`src/rtl/axis_width_packer_pkg.sv`:
```
// axis_width_packer_pkg
// Shared definitions for the AXI4-Stream width packer: default widths,
// the derived narrow-to-wide lane ratio, lane counter width, FSM state
// encoding and constant helper functions used for elaboration checks.
// No ports (package).
package axis_width_packer_pkg;

   localparam int C_S_AXIS_DATA_WIDTH_DFLT  = 64;
   localparam int C_M_AXIS_DATA_WIDTH_DFLT  = 256;
   localparam int C_S_AXIS_TUSER_WIDTH_DFLT = 128;
   localparam int C_M_AXIS_TUSER_WIDTH_DFLT = 128;

   // Ceiling log2; a ratio of 4 needs a 2-bit lane index.
   function automatic int log2(input int value);
      int r;
      r = 0;
      for (int i = 0; i < 31; i++) begin
         if ((32'sd1 <<< i) < value) begin
            r = i + 1;
         end else begin
            r = r;
         end
      end
      return r;
   endfunction

   function automatic bit is_pow2(input int value);
      return (value > 0) && ((value & (value - 1)) == 0);
   endfunction

   // Legal configuration: byte-aligned narrow side, integral power-of-two
   // ratio of at least 2, identical tuser widths on both sides.
   function automatic bit cfg_ok(input int s_w, input int m_w,
                                 input int su_w, input int mu_w);
      int ratio;
      ratio = m_w / s_w;
      return ((s_w % 8) == 0) && (m_w == ratio * s_w) && (ratio >= 2) &&
             is_pow2(ratio) && (su_w == mu_w);
   endfunction

   localparam int RATIO      = C_M_AXIS_DATA_WIDTH_DFLT / C_S_AXIS_DATA_WIDTH_DFLT;
   localparam int LANE_IDX_W = log2(RATIO);

   typedef enum logic [0:0] {
      ST_FILL = 1'b0,
      ST_HOLD = 1'b1
   } pack_state_e;

endpackage

```
`src/rtl/axis_width_packer_if.sv`:
```
// axis_width_packer_if
// AXI4-Stream bundle used on both sides of the packer.
// Signals: tdata, tstrb (byte strobes), tuser (sideband), tvalid, tready, tlast.
// Modports: master drives payload/valid/last and samples ready;
//           slave samples payload/valid/last and drives ready.
interface axis_width_packer_if
   import axis_width_packer_pkg::*;
#(
   parameter int DATA_W = C_S_AXIS_DATA_WIDTH_DFLT,
   parameter int USER_W = C_S_AXIS_TUSER_WIDTH_DFLT
);
   localparam int STRB_W = DATA_W / 8;

   logic [DATA_W-1:0] tdata;
   logic [STRB_W-1:0] tstrb;
   logic [USER_W-1:0] tuser;
   logic              tvalid;
   logic              tready;
   logic              tlast;

   modport master (output tdata, output tstrb, output tuser, output tvalid,
                   output tlast, input tready);
   modport slave  (input tdata, input tstrb, input tuser, input tvalid,
                   input tlast, output tready);
endinterface

```
`src/rtl/axis_width_packer_out_reg.sv`:
```
// axis_pack_out_reg
// Single-entry registered output stage of the packer.
// Ports: clk, rst (sync, active-high); load_i with data/strb/user/last
// inputs captures a new wide word; ready_i drains the held word; *_o are
// the registered m_axis payload and valid. A load in the same cycle as a
// drain replaces the word with no bubble.
module axis_pack_out_reg
   import axis_width_packer_pkg::*;
#(
   parameter int DATA_W = C_M_AXIS_DATA_WIDTH_DFLT,
   parameter int USER_W = C_M_AXIS_TUSER_WIDTH_DFLT
)(
   input  logic                clk,
   input  logic                rst,
   input  logic                load_i,
   input  logic [DATA_W-1:0]   data_i,
   input  logic [DATA_W/8-1:0] strb_i,
   input  logic [USER_W-1:0]   user_i,
   input  logic                last_i,
   input  logic                ready_i,
   output logic                valid_o,
   output logic [DATA_W-1:0]   data_o,
   output logic [DATA_W/8-1:0] strb_o,
   output logic [USER_W-1:0]   user_o,
   output logic                last_o
);
   localparam int STRB_W = DATA_W / 8;

   logic              valid_q, valid_d;
   logic [DATA_W-1:0] data_q,  data_d;
   logic [STRB_W-1:0] strb_q,  strb_d;
   logic [USER_W-1:0] user_q,  user_d;
   logic              last_q,  last_d;

   // Next-state: load wins over drain; payload holds while not reloaded.
   always_comb begin
      valid_d = valid_q;
      data_d  = data_q;
      strb_d  = strb_q;
      user_d  = user_q;
      last_d  = last_q;
      if (load_i) begin
         valid_d = 1'b1;
         data_d  = data_i;
         strb_d  = strb_i;
         user_d  = user_i;
         last_d  = last_i;
      end else if (valid_q && ready_i) begin
         valid_d = 1'b0;
      end else begin
         valid_d = valid_q;
      end
   end

   // Output register with synchronous clear.
   always_ff @(posedge clk) begin
      if (rst) begin
         valid_q <= 1'b0;
         data_q  <= '0;
         strb_q  <= '0;
         user_q  <= '0;
         last_q  <= 1'b0;
      end else begin
         valid_q <= valid_d;
         data_q  <= data_d;
         strb_q  <= strb_d;
         user_q  <= user_d;
         last_q  <= last_d;
      end
   end

   assign valid_o = valid_q;
   assign data_o  = data_q;
   assign strb_o  = strb_q;
   assign user_o  = user_q;
   assign last_o  = last_q;
endmodule

```
`src/rtl/axis_width_packer.sv`:
```
// axis_width_packer
// Packet-aware AXI4-Stream upsizer: packs RATIO narrow beats into one wide
// beat, little-endian lane order, flushing a partial word on tlast.
// Ports: axi_aclk, axi_reset (sync, active-high); s_axis (narrow slave
// side, tready registered); m_axis (wide master side, registered outputs).
// tuser of the first narrow beat of a packet rides on the first wide beat;
// later wide beats of the same packet carry zero.
module axis_width_packer
   import axis_width_packer_pkg::*;
#(
   parameter int C_S_AXIS_DATA_WIDTH  = C_S_AXIS_DATA_WIDTH_DFLT,
   parameter int C_M_AXIS_DATA_WIDTH  = C_M_AXIS_DATA_WIDTH_DFLT,
   parameter int C_S_AXIS_TUSER_WIDTH = C_S_AXIS_TUSER_WIDTH_DFLT,
   parameter int C_M_AXIS_TUSER_WIDTH = C_M_AXIS_TUSER_WIDTH_DFLT
)(
   input  logic                  axi_aclk,
   input  logic                  axi_reset,
   axis_width_packer_if.slave    s_axis,
   axis_width_packer_if.master   m_axis
);
   localparam int S_W  = C_S_AXIS_DATA_WIDTH;
   localparam int SS_W = S_W / 8;
   localparam int M_W  = C_M_AXIS_DATA_WIDTH;
   localparam int MS_W = M_W / 8;
   localparam int U_W  = C_M_AXIS_TUSER_WIDTH;
   localparam int R    = M_W / S_W;
   localparam int LW   = log2(R);

   if (!cfg_ok(C_S_AXIS_DATA_WIDTH, C_M_AXIS_DATA_WIDTH,
               C_S_AXIS_TUSER_WIDTH, C_M_AXIS_TUSER_WIDTH)) begin : g_cfg_err
      $error("axis_width_packer: illegal width configuration");
   end

   pack_state_e      state_q, state_d;
   logic [LW-1:0]    lane_idx_q, lane_idx_d;
   logic [M_W-1:0]   acc_data_q, acc_data_d;
   logic [MS_W-1:0]  acc_strb_q, acc_strb_d;
   logic [U_W-1:0]   acc_user_q, acc_user_d;
   logic             acc_last_q, acc_last_d;
   logic             first_q, first_d;
   logic             s_ready_q, s_ready_d;

   logic [M_W-1:0]   merged_data_s;
   logic [MS_W-1:0]  merged_strb_s;
   logic [U_W-1:0]   word_user_s;
   logic             accept_s, complete_s, out_free_s, load_s;
   logic [M_W-1:0]   ld_data_s;
   logic [MS_W-1:0]  ld_strb_s;
   logic [U_W-1:0]   ld_user_s;
   logic             ld_last_s;
   logic             out_valid_s, out_last_s;
   logic [M_W-1:0]   out_data_s;
   logic [MS_W-1:0]  out_strb_s;
   logic [U_W-1:0]   out_user_s;

   assign accept_s   = s_axis.tvalid & s_ready_q;
   assign complete_s = (lane_idx_q == LW'(R - 1)) | s_axis.tlast;
   assign out_free_s = ~out_valid_s | m_axis.tready;
   // First beat of a packet supplies tuser; otherwise keep what was captured
   // (zero once the packet's first wide word has been emitted).
   assign word_user_s = first_q ? s_axis.tuser : acc_user_q;

   // Lane merge: drop the incoming beat into its lane of the accumulator.
   always_comb begin
      merged_data_s = acc_data_q;
      merged_strb_s = acc_strb_q;
      for (int k = 0; k < R; k++) begin
         if (lane_idx_q == LW'(k)) begin
            merged_data_s[k*S_W +: S_W]   = s_axis.tdata;
            merged_strb_s[k*SS_W +: SS_W] = s_axis.tstrb;
         end else begin
            merged_data_s[k*S_W +: S_W]   = acc_data_q[k*S_W +: S_W];
            merged_strb_s[k*SS_W +: SS_W] = acc_strb_q[k*SS_W +: SS_W];
         end
      end
   end

   // FSM next-state and output-register load control.
   always_comb begin
      state_d    = state_q;
      lane_idx_d = lane_idx_q;
      acc_data_d = acc_data_q;
      acc_strb_d = acc_strb_q;
      acc_user_d = acc_user_q;
      acc_last_d = acc_last_q;
      first_d    = first_q;
      load_s     = 1'b0;
      ld_data_s  = merged_data_s;
      ld_strb_s  = merged_strb_s;
      ld_user_s  = word_user_s;
      ld_last_s  = s_axis.tlast;
      case (state_q)
         ST_FILL: begin
            if (accept_s) begin
               if (complete_s) begin
                  first_d = s_axis.tlast;
                  if (out_free_s) begin
                     load_s     = 1'b1;
                     lane_idx_d = '0;
                     acc_data_d = '0;
                     acc_strb_d = '0;
                     acc_user_d = '0;
                     acc_last_d = 1'b0;
                  end else begin
                     // Park the finished word until the output drains.
                     acc_data_d = merged_data_s;
                     acc_strb_d = merged_strb_s;
                     acc_user_d = word_user_s;
                     acc_last_d = s_axis.tlast;
                     state_d    = ST_HOLD;
                  end
               end else begin
                  acc_data_d = merged_data_s;
                  acc_strb_d = merged_strb_s;
                  acc_user_d = word_user_s;
                  lane_idx_d = lane_idx_q + LW'(1);
                  first_d    = 1'b0;
               end
            end else begin
               state_d = ST_FILL;
            end
         end
         ST_HOLD: begin
            if (out_free_s) begin
               load_s     = 1'b1;
               ld_data_s  = acc_data_q;
               ld_strb_s  = acc_strb_q;
               ld_user_s  = acc_user_q;
               ld_last_s  = acc_last_q;
               acc_data_d = '0;
               acc_strb_d = '0;
               acc_user_d = '0;
               acc_last_d = 1'b0;
               lane_idx_d = '0;
               state_d    = ST_FILL;
            end else begin
               state_d = ST_HOLD;
            end
         end
         default: begin
            state_d = ST_FILL;
         end
      endcase
      // tready is a flop so it never depends on tvalid/tlast.
      s_ready_d = (state_d == ST_FILL);
   end

   // State, accumulator and lane counter registers.
   always_ff @(posedge axi_aclk) begin
      if (axi_reset) begin
         state_q    <= ST_FILL;
         lane_idx_q <= '0;
         acc_data_q <= '0;
         acc_strb_q <= '0;
         acc_user_q <= '0;
         acc_last_q <= 1'b0;
         first_q    <= 1'b1;
         s_ready_q  <= 1'b0;
      end else begin
         state_q    <= state_d;
         lane_idx_q <= lane_idx_d;
         acc_data_q <= acc_data_d;
         acc_strb_q <= acc_strb_d;
         acc_user_q <= acc_user_d;
         acc_last_q <= acc_last_d;
         first_q    <= first_d;
         s_ready_q  <= s_ready_d;
      end
   end

   axis_pack_out_reg #(
      .DATA_W (M_W),
      .USER_W (U_W)
   ) u_out_reg (
      .clk     (axi_aclk),
      .rst     (axi_reset),
      .load_i  (load_s),
      .data_i  (ld_data_s),
      .strb_i  (ld_strb_s),
      .user_i  (ld_user_s),
      .last_i  (ld_last_s),
      .ready_i (m_axis.tready),
      .valid_o (out_valid_s),
      .data_o  (out_data_s),
      .strb_o  (out_strb_s),
      .user_o  (out_user_s),
      .last_o  (out_last_s)
   );

   assign s_axis.tready = s_ready_q;
   assign m_axis.tvalid = out_valid_s;
   assign m_axis.tdata  = out_data_s;
   assign m_axis.tstrb  = out_strb_s;
   assign m_axis.tuser  = out_user_s;
   assign m_axis.tlast  = out_last_s;
endmodule

```
`src/flat_wrapper.sv`:
```
// flat-port wrapper written by rule: the top's interface ports become plain ports
module axis_width_packer_flat import axis_width_packer_pkg::*;
#(
   parameter int C_S_AXIS_DATA_WIDTH  = C_S_AXIS_DATA_WIDTH_DFLT,
   parameter int C_M_AXIS_DATA_WIDTH  = C_M_AXIS_DATA_WIDTH_DFLT,
   parameter int C_S_AXIS_TUSER_WIDTH = C_S_AXIS_TUSER_WIDTH_DFLT,
   parameter int C_M_AXIS_TUSER_WIDTH = C_M_AXIS_TUSER_WIDTH_DFLT
)
  (axi_aclk, axi_reset, s_axis_tdata, s_axis_tstrb, s_axis_tuser, s_axis_tvalid, s_axis_tlast, s_axis_tready, m_axis_tdata, m_axis_tstrb, m_axis_tuser, m_axis_tvalid, m_axis_tlast, m_axis_tready);
  axis_width_packer_if #(.DATA_W(64), .USER_W(128)) s_axis_i ();
  axis_width_packer_if #(.DATA_W(256), .USER_W(128)) m_axis_i ();
  input  logic axi_aclk;
  input  logic axi_reset;
  input wire logic [$bits(s_axis_i.tdata)-1:0] s_axis_tdata;
  input wire logic [$bits(s_axis_i.tstrb)-1:0] s_axis_tstrb;
  input wire logic [$bits(s_axis_i.tuser)-1:0] s_axis_tuser;
  input wire logic [$bits(s_axis_i.tvalid)-1:0] s_axis_tvalid;
  input wire logic [$bits(s_axis_i.tlast)-1:0] s_axis_tlast;
  output wire logic [$bits(s_axis_i.tready)-1:0] s_axis_tready;
  output wire logic [$bits(m_axis_i.tdata)-1:0] m_axis_tdata;
  output wire logic [$bits(m_axis_i.tstrb)-1:0] m_axis_tstrb;
  output wire logic [$bits(m_axis_i.tuser)-1:0] m_axis_tuser;
  output wire logic [$bits(m_axis_i.tvalid)-1:0] m_axis_tvalid;
  output wire logic [$bits(m_axis_i.tlast)-1:0] m_axis_tlast;
  input wire logic [$bits(m_axis_i.tready)-1:0] m_axis_tready;
  assign s_axis_i.tdata = s_axis_tdata;
  assign s_axis_i.tstrb = s_axis_tstrb;
  assign s_axis_i.tuser = s_axis_tuser;
  assign s_axis_i.tvalid = s_axis_tvalid;
  assign s_axis_i.tlast = s_axis_tlast;
  assign s_axis_tready = s_axis_i.tready;
  assign m_axis_tdata = m_axis_i.tdata;
  assign m_axis_tstrb = m_axis_i.tstrb;
  assign m_axis_tuser = m_axis_i.tuser;
  assign m_axis_tvalid = m_axis_i.tvalid;
  assign m_axis_tlast = m_axis_i.tlast;
  assign m_axis_i.tready = m_axis_tready;
  axis_width_packer #(.C_S_AXIS_DATA_WIDTH(C_S_AXIS_DATA_WIDTH), .C_M_AXIS_DATA_WIDTH(C_M_AXIS_DATA_WIDTH), .C_S_AXIS_TUSER_WIDTH(C_S_AXIS_TUSER_WIDTH), .C_M_AXIS_TUSER_WIDTH(C_M_AXIS_TUSER_WIDTH)) u_core (.axi_aclk(axi_aclk), .axi_reset(axi_reset), .s_axis(s_axis_i), .m_axis(m_axis_i));
endmodule
```
`config.mk`:
```
export PLATFORM = sky130hd
export DESIGN_NAME = axis_width_packer_flat
export DESIGN_NICKNAME = d
export VERILOG_FILES = /design/src/rtl/axis_width_packer_pkg.sv /design/src/rtl/axis_width_packer_if.sv /design/src/rtl/axis_width_packer_out_reg.sv /design/src/rtl/axis_width_packer.sv /design/src/flat_wrapper.sv
export SDC_FILE = /design/constraint.sdc
export NUM_CORES = 2
export LEC_CHECK = 0
export ABC_AREA = 1
export CELL_PAD_IN_SITES_DETAIL_PLACEMENT = 2
export CELL_PAD_IN_SITES_GLOBAL_PLACEMENT = 2
export CORE_MARGIN = 1.5
export CORE_UTILIZATION = 31
export DETAILED_ROUTE_END_ITERATION = 16
export GPL_TIMING_DRIVEN = 0
export PLACE_DENSITY = 0.85
export SYNTH_ARGS = -nofsm -noshare
export SYNTH_HDL_FRONTEND = slang
export SYNTH_SLANG_ARGS = --single-unit
```
`constraint.sdc`:
```
create_clock -name axi_aclk -period 4.39 [get_ports axi_aclk]
set_clock_uncertainty 0.2 [all_clocks]
set_input_delay 0.439 -clock axi_aclk [delete_from_list [all_inputs] [get_ports axi_aclk]]
set_output_delay 0.439 -clock axi_aclk [all_outputs]
set_load 0.02 [all_outputs]
```
==> out/summary.txt <==
pin count of the biggest net entering global routing -> 15
crit path capture type -> flip-flop
Clock Latency Late Sink -> 0.76 ns
FP Rows -> 138
setup violators final -> 0
fin crit share -> 81.21%
critical path arrival -> 4.01 ns
Yosys reg bits -> 840
sequential share of power -> 39.1%
drt pass-1 iters -> 6
P_int -> 14.52 mW
failing checks -> max-capacitance violations, max-slew violations
global-route usage over all layers -> 31.91%
required time of the worst setup path -> 4.83 ns
multiplexer area fraction after synthesis -> 0%
final setup TNS -> 0 ns
Detailed Place HPWL -> 175,300 um
# resized after CTS -> 0
Least-Margin Pin Slew -> 1.562 ns
Placer Congestion -> 0.8948
outcome -> complete, but fails checks
FMAX -> 0.2805 GHz
vias in the first global route -> 55,733
Residual DRC -> 0
Port Buf Inserts -> 622
CTS tree -> built
Logic pwr share -> 16.1%
startpoint class of the critical path -> flip-flop
Overflow after GRT -> 0
ANT nets after route -> 0
CTS max path bufs -> 3
final period demand of the worst path -> 3.565 ns
Avg Cell Area, Syn -> 6.126 um^2
Post-Synthesis Cell Area -> 44,120 um^2
max_slew headroom -> -4.159%
Synth Area in Simple Gates -> 40.78%
DR iter-0 viols -> 3,481
vias per inst -> 5.267
Post-layout nets -> 8,142
P&R area growth vs syn -> 27.79%
Yosys warning count -> 0
Inserted Clock Buffers -> 105
P per Cell Area -> 370.4 nW/um^2
crit path max fanout -> 10
first-pass GRT wire length -> 353,400 um
XOR/XNOR Fraction of Synth Area -> 0%
die height -> 380.3 um
Hold WC Path Type -> input port to flip-flop
VDD IR max -> 0.0002964 V
MaxCap Viol Count -> 1
RSZ-0062 raised after global routing -> false
final instance area -> 56,380 um^2
Root Driver -> clkbuf_16
Slew Viols, Final -> 11
total wire length -> 239,600 um
setup repair bufs after CTS -> 0
Synth Area in Compound Gates -> 8.675%
die width -> 380.3 um
average wire per standard cell -> 24.16 um
detailed-route via count -> 52,241
Clk network pwr share -> 44.8%
distinct cell type count after synthesis -> 27
leakage power -> 24.86 nW
Design Power -> 20.88 mW
core footprint -> 141,400 um^2
classification of the worst setup path -> flip-flop to flip-flop
CTS Sinks -> 840
htree depth -> 3
Adder-Cell Fraction of Synth Area -> 0.1134%
placed cell area -> 52,740 um^2
I/O pin cnt -> 624
initial antenna violation count -> 28
final hold vios -> 0
hold buffers post-CTS -> 0
Clock transition at path regs -> 0.06 ns
NetSw -> 6.359 mW
sequential area share after synthesis -> 38.11%
Post-Syn Instances -> 7,202
Initial Util -> 31.20%
sw frac -> 30.45%
largest family of logic cells by synthesized area -> simple AND/OR/NAND/NOR gates
full die area -> 144,600 um^2
share of cells above drive strength 1 -> 5.599%
syn_nets -> 7,411
==> cells by family (layout without fill, tap and decap cells) <==
kind of cell    Yosys count  count (layout)
other cells               0               8
flops                   840             840
simple gates           4250            4250
compound gates          764             764
fa+ha+maj                 4               4
buf+inv                1344            2162
==> layout by cell type (no fill, tap or decap), types with 4 or more instances in the layout <==
| cell type | Yosys | routed |
|---|---|---|
| nand4_1 | 350 | 350 |
| clkinv_1 | 18 | 18 |
| dfxtp_1 | 840 | 840 |
| buf_1 | 30 | 30 |
| clkdlybuf4s50_1 | 0 | 622 |
| buf_2 | 237 | 237 |
| inv_2 | 7 | 7 |
| diode_2 | 0 | 8 |
| ha_1 | 4 | 4 |
| clkbuf_8 | 0 | 24 |
| buf_4 | 21 | 21 |
| nand2b_1 | 106 | 106 |
| clkinv_2 | 0 | 16 |
| nand3_1 | 247 | 247 |
| nand2_1 | 2437 | 2437 |
| clkbuf_1 | 267 | 294 |
| nand3b_1 | 133 | 133 |
| o21ai_0 | 352 | 352 |
| clkinvlp_4 | 0 | 5 |
| o21ai_1 | 23 | 23 |
| bufinv_16 | 0 | 10 |
| clkbuf_16 | 0 | 107 |
| nor2_1 | 966 | 966 |
| nand2_4 | 4 | 4 |
| a21oi_1 | 388 | 388 |
| inv_1 | 761 | 761 |
==> final cells by class <==
type / instances / area, um^2
repair buffers: 624 / 6269
fillers: 17225 / 85030
clock inverters: 36 / 499.2
multi-input cells: 5018 / 21870
diodes: 8 / 20.02
plain buffers: 557 / 2481
flip-flops and latches: 840 / 16820
inverters: 787 / 2957
clock buffers: 158 / 3109
well taps: 1890 / 2365
==> worst paths after layout <==
| kind | startpoint | to | slack [ns] | depth (start not counted) |
|---|---|---|---|---|
| hold / removal | axi_reset | u_core.acc_data_q[24]$_SDFFE_PP0P_ | 0.26 | 3 |
| setup / recovery | u_core.lane_idx_q[0]$_SDFFE_PP0P_ | u_core.acc_user_q[122]$_SDFFE_PP0P_ | 0.82 | 8 |
| setup reg to reg | u_core.lane_idx_q[0]$_SDFFE_PP0P_ | u_core.acc_user_q[122]$_SDFFE_PP0P_ | 0.82 | 8 |
| hold reg to reg | u_core.acc_user_q[53]$_SDFFE_PP0P_ | u_core.acc_user_q[53]$_SDFFE_PP0P_ | 0.27 | 2 |
==> worst max-delay path, cell delays in order, from the launching register on <==
cell and delay [ns]:
dfxtp_1 0.34, ha_1 0.23, inv_2 0.32, nand2_2 0.18, nand2_4 0.16, buf_2 0.41, clkbuf_1 1.18, nand4_1 0.22
a21oi_1 0.21
==> metrics by stage <==
step / setup WS, ns / util (%) / cells / hold WS [ns]
final: 0.8250 / 39.87 / 9918 / 0.2560
after CTS: 0.9487 / 39.85 / 9909 / 0.1956
after detailed placement: 0.6836 / 37.30 / 9715 / 0.2601
after floorplan: 2.575 / - / 7202 / 0.2390
after global routing: 0.8266 / 39.87 / 9915 / 0.2549
after global placement: 0.8041 / 37.28 / 9714 / 0.2519
==> sequential cells by signal, summed over array words and instances (netlist names), 2 cells and up <==
register	count
u_core.u_out_reg.data_o	256
u_core.u_out_reg.strb_o	32
u_core.acc_data_q	256
u_core.acc_user_q	128
u_core.acc_strb_q	32
u_core.u_out_reg.user_o	128
u_core.lane_idx_q	2
==> metal layers <==
metal  share of wire (%)  track usage, %
met1                  42           40.22
met2                  46           52.15
met3                 6.0           5.249
met4                 5.3           16.75
met5               0.023               0
==> power groups by stage <==
stage	registers [mW]	clock network [mW]	logic (mW)
CTS	8.15	9.47	3.34
global placement	8.30	0	3.15
detailed placement	8.31	0	3.27
finish	8.16	9.36	3.37
global route	8.18	9.76	3.62
floorplan	8.49	0	1.46
==> cell usage after synthesis <==
cell type     n  area (um^2)
nand3b_1    133        998.5
nand3_4       2        35.03
nor2_2        1        6.260
a21oi_1     388         1942
clkinv_1     18        67.56
ha_1          4        50.05
nor2_8        1        20.02
nand2_4       4        45.04
inv_4         1        6.260
nand3_1     247         1236
nand2_2       2        12.51
nand2b_1    106        663.1
inv_2         7        26.28
buf_4        21        157.7
inv_1       761         2856
dfxtp_1     840        16820
nor2_1      966         3626
nand4_1     350         2190
buf_1        30        112.6
nor2_4        1        11.26
nand2_1    2437         9148
clkbuf_1    267         1002
a21oi_2       1        8.760
buf_6         2        22.52
o21ai_0     352         1762
buf_2       237         1186
o21ai_1      23        115.1
Note: power is estimated with default switching activity, not from simulation.
